File: config.mk
export PLATFORM = sky130hd
export DESIGN_NAME = uart_tx_arbiter_flat
export DESIGN_NICKNAME = d
export VERILOG_FILES = /design/src/rtl/uart_tx_arbiter_if.sv /design/src/rtl/uart_tx_arbiter.sv /design/src/flat_wrapper.sv
export SDC_FILE = /design/constraint.sdc
export NUM_CORES = 1
export LEC_CHECK = 0
export ABC_CLOCK_PERIOD_IN_PS = 5800
export CORE_MARGIN = 2
export CORE_UTILIZATION = 43
export DETAILED_ROUTE_END_ITERATION = 6
export GPL_ROUTABILITY_DRIVEN = 0
export GPL_TIMING_DRIVEN = 0
export PLACE_DENSITY = 0.83
export SYNTH_ARGS = -nofsm -noshare
export SYNTH_HDL_FRONTEND = slang
export SYNTH_SLANG_ARGS = --single-unit
File: constraint.sdc
create_clock -name clk -period 5.8 [get_ports clk]
set_clock_uncertainty 0.1 [all_clocks]
set_input_delay 1.16 -clock clk [delete_from_list [all_inputs] [get_ports clk]]
set_output_delay 1.16 -clock clk [all_outputs]
set_load 0.1 [all_outputs]
File: src/rtl/uart_tx_arbiter_if.sv
// Bus between byte producers, the round-robin UART arbiter and the uart_tx core.
// Groups the request/ack handshake and the uart_tx start/data/busy signals.
interface uart_tx_arbiter_if #(
  parameter int N_REQ = 4
);
  localparam int ID_W = (N_REQ > 1) ? $clog2(N_REQ) : 1;

  // Handshake: requester i raises req_valid[i] with req_data[8*i+:8] stable and
  // keeps both until req_ack[i] pulses for one clk; the byte is captured on that
  // same edge, so the requester may drop or change its request afterwards.
  logic [N_REQ-1:0]   req_valid;
  logic [8*N_REQ-1:0] req_data;
  logic [N_REQ-1:0]   req_ack;
  logic [ID_W-1:0]    grant_id;
  logic [7:0]         uart_data;
  logic               uart_start;
  logic               uart_busy;
  logic               arb_busy;
  logic               timeout_err;

  modport master (
    output req_valid, req_data, uart_busy,
    input  req_ack, grant_id, uart_data, uart_start, arb_busy, timeout_err
  );

  modport slave (
    input  req_valid, req_data, uart_busy,
    output req_ack, grant_id, uart_data, uart_start, arb_busy, timeout_err
  );
endinterface

File: src/rtl/uart_tx_arbiter.sv
// Round-robin arbiter sharing one uart_tx between N_REQ byte producers.
// Optional START-phase timeout is enabled by defining UART_ARB_TIMEOUT_EN.
module uart_tx_arbiter #(
  parameter int N_REQ       = 4,
  parameter int TIMEOUT_CYC = 64
) (
  input  logic                clk,
  input  logic                reset_n,
  uart_tx_arbiter_if.slave    bus,
  output logic [1:0]          fsm_state
);
  localparam int ID_W = (N_REQ > 1) ? $clog2(N_REQ) : 1;

  localparam logic [1:0] S_IDLE  = 2'd0;
  localparam logic [1:0] S_START = 2'd1;
  localparam logic [1:0] S_WAIT  = 2'd2;

  logic [1:0]       state;
  logic             busy_meta;
  logic             busy_s;
  logic [ID_W-1:0]  last_grant;
  logic [ID_W-1:0]  grant_id;
  logic [ID_W-1:0]  pick_id;
  logic             pick_found;
  logic [7:0]       uart_data;
  logic             uart_start;
  logic [N_REQ-1:0] req_ack;
  logic             timeout_hit;
  logic             timeout_err;
  logic [7:0]       req_bytes [N_REQ];

  function automatic logic [ID_W-1:0] rr_idx(input logic [ID_W-1:0] base, input int step);
    int s;
    s = (int'(base) + step + 1) % N_REQ;
    return ID_W'(s);
  endfunction

  always_comb begin
    for (int i = 0; i < N_REQ; i++) begin
      req_bytes[i] = bus.req_data[8*i +: 8];
    end
  end

  // Search starts just after the previous owner so every pending requester is
  // reached within N_REQ-1 other frames.
  always_comb begin
    pick_found = 1'b0;
    pick_id    = '0;
    for (int k = 0; k < N_REQ; k++) begin
      if (!pick_found && bus.req_valid[rr_idx(last_grant, k)]) begin
        pick_found = 1'b1;
        pick_id    = rr_idx(last_grant, k);
      end
    end
  end

  // tx_busy comes from the baud_clk domain.
  always_ff @(posedge clk or negedge reset_n) begin
    if (!reset_n) begin
      busy_meta <= 1'b0;
      busy_s    <= 1'b0;
    end else begin
      busy_meta <= bus.uart_busy;
      busy_s    <= busy_meta;
    end
  end

  always_ff @(posedge clk or negedge reset_n) begin
    if (!reset_n) begin
      state      <= S_IDLE;
      last_grant <= ID_W'(N_REQ - 1);
      grant_id   <= '0;
      uart_data  <= 8'h00;
      uart_start <= 1'b0;
      req_ack    <= '0;
    end else begin
      req_ack <= '0;
      case (state)
        S_IDLE: begin
          if (pick_found) begin
            uart_data  <= req_bytes[pick_id];
            grant_id   <= pick_id;
            req_ack    <= N_REQ'(1) << pick_id;
            uart_start <= 1'b1;
            state      <= S_START;
          end
        end
        S_START: begin
          // Seeing busy wins over the timeout on the same clk.
          if (busy_s) begin
            uart_start <= 1'b0;
            state      <= S_WAIT;
          end else if (timeout_hit) begin
            uart_start <= 1'b0;
            last_grant <= grant_id;
            state      <= S_IDLE;
          end
        end
        S_WAIT: begin
          if (!busy_s) begin
            last_grant <= grant_id;
            state      <= S_IDLE;
          end
        end
        default: begin
          uart_start <= 1'b0;
          state      <= S_IDLE;
        end
      endcase
    end
  end

`ifdef UART_ARB_TIMEOUT_EN
  localparam int CNT_W = $clog2(TIMEOUT_CYC + 1);

  logic [CNT_W-1:0] to_cnt;

  // The TIMEOUT_CYC-th START clk is the last one with uart_start high.
  assign timeout_hit = (state == S_START) && !busy_s &&
                       (to_cnt == CNT_W'(TIMEOUT_CYC - 1));

  always_ff @(posedge clk or negedge reset_n) begin
    if (!reset_n) begin
      to_cnt      <= '0;
      timeout_err <= 1'b0;
    end else begin
      timeout_err <= timeout_hit;
      if (state != S_START) begin
        to_cnt <= '0;
      end else if (!timeout_hit) begin
        to_cnt <= to_cnt + CNT_W'(1);
      end
    end
  end
`else
  assign timeout_hit = 1'b0;
  assign timeout_err = 1'b0;
`endif

  assign bus.req_ack     = req_ack;
  assign bus.grant_id    = grant_id;
  assign bus.uart_data   = uart_data;
  assign bus.uart_start  = uart_start;
  assign bus.arb_busy    = (state != S_IDLE);
  assign bus.timeout_err = timeout_err;
  assign fsm_state       = state;
endmodule

File: src/flat_wrapper.sv
// flat-port wrapper written by rule: the top's interface ports become plain ports
module uart_tx_arbiter_flat 
#(
  parameter int N_REQ       = 4,
  parameter int TIMEOUT_CYC = 64
)
  (clk, reset_n, fsm_state, bus_req_valid, bus_req_data, bus_uart_busy, bus_req_ack, bus_grant_id, bus_uart_data, bus_uart_start, bus_arb_busy, bus_timeout_err);
  uart_tx_arbiter_if #(.N_REQ(N_REQ)) bus_i ();
  input  logic clk;
  input  logic reset_n;
  output logic [1:0] fsm_state;
  input wire logic [$bits(bus_i.req_valid)-1:0] bus_req_valid;
  input wire logic [$bits(bus_i.req_data)-1:0] bus_req_data;
  input wire logic [$bits(bus_i.uart_busy)-1:0] bus_uart_busy;
  output wire logic [$bits(bus_i.req_ack)-1:0] bus_req_ack;
  output wire logic [$bits(bus_i.grant_id)-1:0] bus_grant_id;
  output wire logic [$bits(bus_i.uart_data)-1:0] bus_uart_data;
  output wire logic [$bits(bus_i.uart_start)-1:0] bus_uart_start;
  output wire logic [$bits(bus_i.arb_busy)-1:0] bus_arb_busy;
  output wire logic [$bits(bus_i.timeout_err)-1:0] bus_timeout_err;
  assign bus_i.req_valid = bus_req_valid;
  assign bus_i.req_data = bus_req_data;
  assign bus_i.uart_busy = bus_uart_busy;
  assign bus_req_ack = bus_i.req_ack;
  assign bus_grant_id = bus_i.grant_id;
  assign bus_uart_data = bus_i.uart_data;
  assign bus_uart_start = bus_i.uart_start;
  assign bus_arb_busy = bus_i.arb_busy;
  assign bus_timeout_err = bus_i.timeout_err;
  uart_tx_arbiter #(.N_REQ(N_REQ), .TIMEOUT_CYC(TIMEOUT_CYC)) u_core (.clk(clk), .reset_n(reset_n), .bus(bus_i), .fsm_state(fsm_state));
endmodule
# Word level (Yosys, flattened, before mapping)
# Index checks and enable logic that the tools add are counted.
# op_classes
add_sub_neg	6
n_eq_ne	5
muxes	28
n_lt_le_gt_ge	5
n_reduce_logical	12
shift	1
bitwise_logic	3
# op_table
operator	count
8-bit binary-select mux with 2-bit select	1
8-bit 2-to-1 mux	2
2-bit 2-to-1 mux	7
2-bit by 3-bit < comparator with 1-bit output (second input constant)	4
2-bit adder (second input constant)	5
1-bit 2-to-1 mux	10
1-bit binary-select mux with 2-bit select	4
4-bit 2-to-1 mux	2
2-bit one-hot mux with 3 select lines	1
3-bit AND reduction	2
2-bit by 1-bit inequality test with 1-bit output (second input constant)	2
2-bit AND reduction	2
1-bit by 2-bit << shifter with 4-bit output (first input constant)	1
3-bit >= comparator (second input constant)	1
1-bit logical AND	3
1-bit zero test	3
2-bit NOT with 3-bit output	1
1-bit one-hot mux with 3 select lines	1
2-bit by 1-bit adder with 2-bit output (second input constant)	1
2-bit by 1-bit equality test with 1-bit output (second input constant)	1
2-bit equality test (second input constant)	1
2-bit zero test	1
2-bit inequality test (second input constant)	1
1-bit NOT	2
2-bit nonzero test	1
# totals
inputBits	39
register_bits	21
elab_cells	68

# Longest topological paths before layout
# Gate-level depths: netlist (run 1).
# logic_depth
ltp_word	17
mapped_depth	8

# Worst setup path after synthesis (run 1)
# Ideal clock, no wire load.
# synth_timing
path_type	reg-to-output
from	register u_core.state[0] (netlist: u_core.fsm_state[0])
to	output port bus_arb_busy
setup_slack_ns	2.723
t_arrival_ns	1.817
required_ns	4.540
path_stages_with_launch	2
cell_sequence	dfrtp_1 -> or2_1
# synth_via
elab_chain_cells	1
# synth_lines
item	line	rtl
start, declared	uart_tx_arbiter.sv:18	logic [1:0] state;
start signal, assigned	uart_tx_arbiter.sv:70	state <= S_IDLE;
start signal, assigned	uart_tx_arbiter.sv:85	state <= S_START;
start signal, assigned	uart_tx_arbiter.sv:92	state <= S_WAIT;
2-bit nonzero test	uart_tx_arbiter.sv:144	assign bus.arb_busy = (state != S_IDLE);
end, declared	flat_wrapper.sv:19	output wire logic [$bits(bus_i.arb_busy)-1:0] bus_arb_busy;
# Every way passes these cells.

# Final worst setup path (run 1)
# Ends and elaborated chain as after synthesis.

==> flow_summary_export.csv, run 1 <==
group,metric,value,unit
worst_setup_path,startpoint_type,"flip-flop",
yosys,synthCells,120,
job,drv_cap,0,
worst_setup_path,arrival,2.12,ns
clock_tree,clock_latency,0.30,ns
clock_tree,cts_sinks,21,
placement,port_buffers,56,
clock_tree,numCtsBuffers,3,
grt,grt_overflow,0,
drt,vias,1111,
timing,maxSlewHeadroom,0.3381,
worst_hold_path,hold_path_class,"reg2reg",
yosys,synth_warnings,0,
layout,drive_above_1_share,0.1500,
drt,vias_per_cell,5.265,
yosys,synthFlopType,"dfrtp_1",
drt,ant_nets,0,
yosys,synth_cell_types,34,
drt,dr.pass1.iters,4,
yosys,synth_area,1217,µm²
floorplan,row_count,19,
grt,grt_pass1_wl,5.002,mm
placement,placed_area,1817,µm²
clock_tree,hold_buffers,0,
worst_setup_path,cp.required,4.54,ns
grt,grt_max_degree,22,
timing,setup_viol,0,
layout,synthToLayoutAreaGrowth,51.39,%
yosys,syn_nets,159,
yosys,ys_seq_area_frac,0.4337,
floorplan,core-area,2734,µm²
layout,fillers,216,
floorplan,die_y,57.21,µm
yosys,synth_edf_count,0,
worst_setup_path,crit_type,"reg2out",
timing,slew_violations,0,
timing,rsz0062_at_grt,"false",
clock_tree,ctsResizeCount,0,
grt,grt_pass1_vias,1123,
timing,hold_violations,0,
yosys,async_flop_share,1.000,
timing,fin_crit,3.385,ns
floorplan,ios,58,
drt,drc,0,
floorplan,die-area,3273,µm²
worst_setup_path,crit_fanout,7,
grt,grt_use_total,0.1998,
grt,antenna_found_initial,0,
run_status,status,"finished clean",
timing,holdWs,0.2623,ns
layout,final_cell_area,1843,µm²
clock_tree,root_buffer,"clkbuf_4",
layout,diodes,0,
clock_tree,cts_tree,"done",
placement,dp_hpwl,2.372,mm
floorplan,initial_core_util,0.4453,
clock_tree,path_clk_slew,0.10,ns
layout,nNetsFinal,220,
drt,drtIter0Drc,19,
yosys,avgSynthCellArea,10.15,µm²
yosys,synth_seq_cells,21,
drt,avgRoutedWirePerCell,14.39,µm
drt,drt-total-wl,3.037,mm
clock_tree,post_cts_buffers,0,
timing,period_share,0.5836,
worst_setup_path,crit_path_end_kind,"output port",
clock_tree,ctsHtreeMaxLevel,1,
floorplan,die_w,57.21,µm
timing,max_freq,0.2954,GHz
timing,tns,0,ns
clock_tree,cts_max_path_buffers,2,
timing,tightest_slew,0.9898,ns
-- logic make-up (layout without fill, tap and decap cells) --
| kind of cell | Yosys count | count (layout) | share of synthesized area |
|---|---|---|---|
| XOR/XNOR | 1 | 1 | 0.007196 |
| AND/OR/NAND/NOR | 49 | 49 | 0.1953 |
| flip-flops | 21 | 21 | 0.4337 |
| buffers and inverters | 11 | 71 | 0.07091 |
| AO/OA/AOI/OAI | 18 | 18 | 0.1202 |
| other | 1 | 1 | 0.003080 |
| multiplexers | 19 | 19 | 0.1696 |
-- worst max-delay path, cell delays in order (launching register included) --
cell	delay [ns]
dfrtp_1	0.48
or2_1	0.19
clkdlybuf4s50_1	1.16
-- stage by stage --
step	instances	utilization	worst slack [ns]
2_1_floorplan	120	-	2.723
3_3_place_gp	207	0.6645	2.633
3_5_place_dp	207	0.6645	2.536
4_1_cts	211	0.6741	2.401
5_1_grt	211	0.6741	2.309
6_report	211	0.6741	2.415
-- path summary, 6_finish.rpt --
path                                                   from                                  end  slack [ns]  cells after the start
min                              u_core.busy_meta$_DFF_PN0_              u_core.busy_s$_DFF_PN0_        0.26                      0
max                         u_core.fsm_state[0]$_DFFE_PN0P_                         bus_arb_busy        2.42                      2
min in group asynchronous                           reset_n  u_core.bus.uart_data[2]$_DFFE_PN0P_        1.26                      1
max in group asynchronous                           reset_n  u_core.bus.uart_data[0]$_DFFE_PN0P_        3.76                      1
max reg2reg                u_core.last_grant[1]$_DFFE_PN1P_  u_core.bus.uart_data[3]$_DFFE_PN0P_        3.85                      7
min reg2reg                      u_core.busy_meta$_DFF_PN0_              u_core.busy_s$_DFF_PN0_        0.26                      0
-- metal layers --
metal	vias up	routed length (µm)	track usage	share of wire
met3	4	192	0.03855	0.063
met1	524	1242	0.2544	0.41
li1	547	-	-	-
met2	36	1568	0.3366	0.52
met4	0	33	0.07641	0.011
met5	-	0	0	0
-- flip-flops by register name, summed over array words and instances, names as in the netlist --
signal	cells
u_core.bus.grant_id	2
u_core.bus.req_ack	4
u_core.bus.uart_data	8
u_core.bus.uart_start	1
u_core.busy_meta	1
u_core.busy_s	1
u_core.fsm_state	2
u_core.last_grant	2
-- cells in the final DEF, fill, tap and decap left out, types with 2 or more instances in the layout --
master           synthesis  layout
mux2_2                   9       9
nand2b_1                 3       3
dfrtp_1                 19      19
a21o_1                   2       2
nand3_1                 16      16
nor2_1                   8       8
mux2i_1                  9       9
clkbuf_4                 0       3
o22ai_1                  2       2
dfstp_2                  2       2
a21oi_1                  2       2
clkdlybuf4s50_1          0      56
inv_1                    3       3
o211ai_1                 7       7
buf_6                    3       3
buf_2                    2       2
clkbuf_1                 1       2
nand2_1                 14      14
-- Yosys cell counts, types with 2 or more instances --
cell | n | share of area
a21oi_1 | 2 | 0.0082
mux2_2 | 9 | 0.083
buf_6 | 3 | 0.028
nor2_1 | 8 | 0.025
mux2i_1 | 9 | 0.074
nand3_1 | 16 | 0.066
nand2_1 | 14 | 0.043
buf_2 | 2 | 0.0082
inv_1 | 3 | 0.0092
o211ai_1 | 7 | 0.043
a21o_1 | 2 | 0.012
o22ai_1 | 2 | 0.010
nand2b_1 | 3 | 0.015
dfrtp_1 | 19 | 0.39
dfstp_2 | 2 | 0.043
-- final cells by class --
cell class	count	area, µm²	share of cell area
Buffer	8	75.07	0.04073
Clock buffer	4	26.28	0.01426
Inverter	3	11.26	0.006110
Multi-Input combinational cell	88	603.1	0.3272
Sequential cell	21	528.0	0.2865
Tap cell	31	38.79	0.02105
Timing Repair Buffer	56	560.5	0.3041
Power of run 1 is left out: the tool's default activity adds up to more than one toggle a clock period on the data nets, which glitch-free logic cannot reach.
==> inputs of run 2 (changes only) <==
--- a/config.mk
+++ b/config.mk
@@ -5,13 +5,13 @@
 export SDC_FILE = /design/constraint.sdc
 export NUM_CORES = 1
 export LEC_CHECK = 0
-export ABC_CLOCK_PERIOD_IN_PS = 5800
+export ABC_CLOCK_PERIOD_IN_PS = 3330
 export CORE_MARGIN = 2
-export CORE_UTILIZATION = 43
+export CORE_UTILIZATION = 40
 export DETAILED_ROUTE_END_ITERATION = 6
 export GPL_ROUTABILITY_DRIVEN = 0
 export GPL_TIMING_DRIVEN = 0
-export PLACE_DENSITY = 0.83
+export PLACE_DENSITY = 0.78
 export SYNTH_ARGS = -nofsm -noshare
 export SYNTH_HDL_FRONTEND = slang
 export SYNTH_SLANG_ARGS = --single-unit
==> constraint.sdc (replaced) <==
create_clock -name clk -period 3.33 [get_ports clk]
set_clock_uncertainty 0.1 [all_clocks]
set_input_delay 0.666 -clock clk [delete_from_list [all_inputs] [get_ports clk]]
set_output_delay 0.666 -clock clk [all_outputs]
set_load 0.1 [all_outputs]
==> flow_summary_export.csv, run 2 (synthesized netlist as in run 1, its figures left out) <==
group,metric,value,unit
run_status,status,"finished clean",
drt,ant_nets,0,
clock_tree,numCtsBuffers,3,
grt,grt_use_total,0.1870,
drt,drc,0,
timing,fin_crit,2.883,ns
timing,max_freq,0.3469,GHz
drt,drt-total-wl,3.106,mm
grt,grt_overflow,0,
worst_setup_path,slowest_delay,1.14,ns
floorplan,initial_core_util,0.4088,
floorplan,die_y,59.17,µm
worst_setup_path,cp.required,2.56,ns
drt,vias,1095,
floorplan,die-area,3501,µm²
timing,setup_viol,0,
drt,drtIter0Drc,37,
clock_tree,cts_max_path_buffers,2,
timing,slew_violations,0,
worst_hold_path,hold_path_class,"reg2reg",
worst_setup_path,crit_path_end_kind,"output port",
layout,reg.largest.list,"u_core.bus.uart_data (8), u_core.bus.req_ack (4)",
timing,period_share,0.8656,
drt,avgRoutedWirePerCell,14.58,µm
worst_setup_path,crit_fanout,7,
layout,largest_reg_flops,8,
worst_setup_path,worst_path_dominant_cell_family,"buffers and inverters",
timing,hold_violations,0,
layout,nNetsFinal,220,
clock_tree,ctsHtreeMaxLevel,1,
grt,grt_pass1_vias,1120,
clock_tree,root_buffer,"clkbuf_4",
worst_setup_path,startpoint_type,"flip-flop",
drt,dr.pass1.iters,6,
worst_setup_path,crit_chain,"or2_1 > clkdlybuf4s50_1",
floorplan,ios,58,
layout,fillers,258,
worst_setup_path,crit_type,"reg2out",
layout,top_register,"u_core.bus.uart_data",
layout,drive_above_1_share,0.1556,
layout,synthToLayoutAreaGrowth,51.70,%
floorplan,row_count,20,
timing,tns,0,ns
timing,tightest_slew,0.9880,ns
placement,dp_hpwl,2.401,mm
clock_tree,post_cts_buffers,0,
layout,multi_input_area,603.1,µm²
timing,rsz0062_at_grt,"false",
worst_setup_path,arrival,2.12,ns
clock_tree,cts_tree,"done",
grt,antenna_found_initial,0,
worst_setup_path,crit_slowest_cell,"clkdlybuf4s50_1",
job,drv_cap,0,
clock_tree,cts_sinks,21,
clock_tree,clock_latency,0.31,ns
grt,grt_pass1_wl,4.899,mm
clock_tree,ctsResizeCount,0,
floorplan,core-area,2978,µm²
layout,final_common_cell,"clkdlybuf4s50_1",
layout,final_cell_mix,"clkdlybuf4s50_1 (56), dfrtp_1 (19), nand3_1 (16), nand2_1 (14)",
grt,grt_max_degree,22,
clock_tree,path_clk_slew,0.12,ns
timing,maxSlewHeadroom,0.3393,
worst_setup_path,critPathBufInv,1,
drt,vias_per_cell,5.141,
layout,regArea,528.0,µm²
layout,diodes,0,
placement,port_buffers,56,
clock_tree,hold_buffers,0,
floorplan,die_w,59.17,µm
run 2: layer usage:
layer / global-route usage / wire length [µm] / up-vias
met5: 0 / 0 / -
met3: 0.02402 / 130 / 2
met2: 0.3254 / 1676 / 32
met1: 0.2365 / 1285 / 518
met4: 0.06818 / 13 / 0
li1: - / - / 543
run 2: final cells by class:
class                   instances  share of cell area
plain buffers                   8             0.04065
multi-input cells              88              0.3266
inverters                       3            0.006098
repair buffers                 56              0.3035
well taps                      33             0.02236
flip-flops and latches         21              0.2859
clock buffers                   3             0.01220
clock inverters                 1            0.002710
run 2: metrics by stage:
step	instance area [µm²]	instances	hold slack, ns	utilization	worst slack, ns
floorplan	1217	120	0.2312	-	0.6114
global placement	1819	209	0.2343	0.6109	0.6686
detailed placement	1819	209	0.2569	0.6109	0.6222
CTS	1847	213	0.2860	0.6202	0.4376
global route	1847	213	0.3051	0.6202	0.3793
finish	1847	213	0.2893	0.6202	0.4475
run 2: worst paths after layout:
check | start | endpoint | slack, ns | depth (start not counted)
max | u_core.fsm_state[0]$_DFFE_PN0P_ | bus_arb_busy | 0.45 | 2
min | u_core.busy_meta$_DFF_PN0_ | u_core.busy_s$_DFF_PN0_ | 0.29 | 0
max reg2reg | u_core.last_grant[1]$_DFFE_PN1P_ | u_core.bus.uart_data[2]$_DFFE_PN0P_ | 1.35 | 7
min reg2reg | u_core.busy_meta$_DFF_PN0_ | u_core.busy_s$_DFF_PN0_ | 0.29 | 0
max in group asynchronous | reset_n | u_core.busy_s$_DFF_PN0_ | 1.78 | 1
min in group asynchronous | reset_n | u_core.bus.uart_data[1]$_DFFE_PN0P_ | 0.77 | 1
Power of run 2 is left out for the same reason.
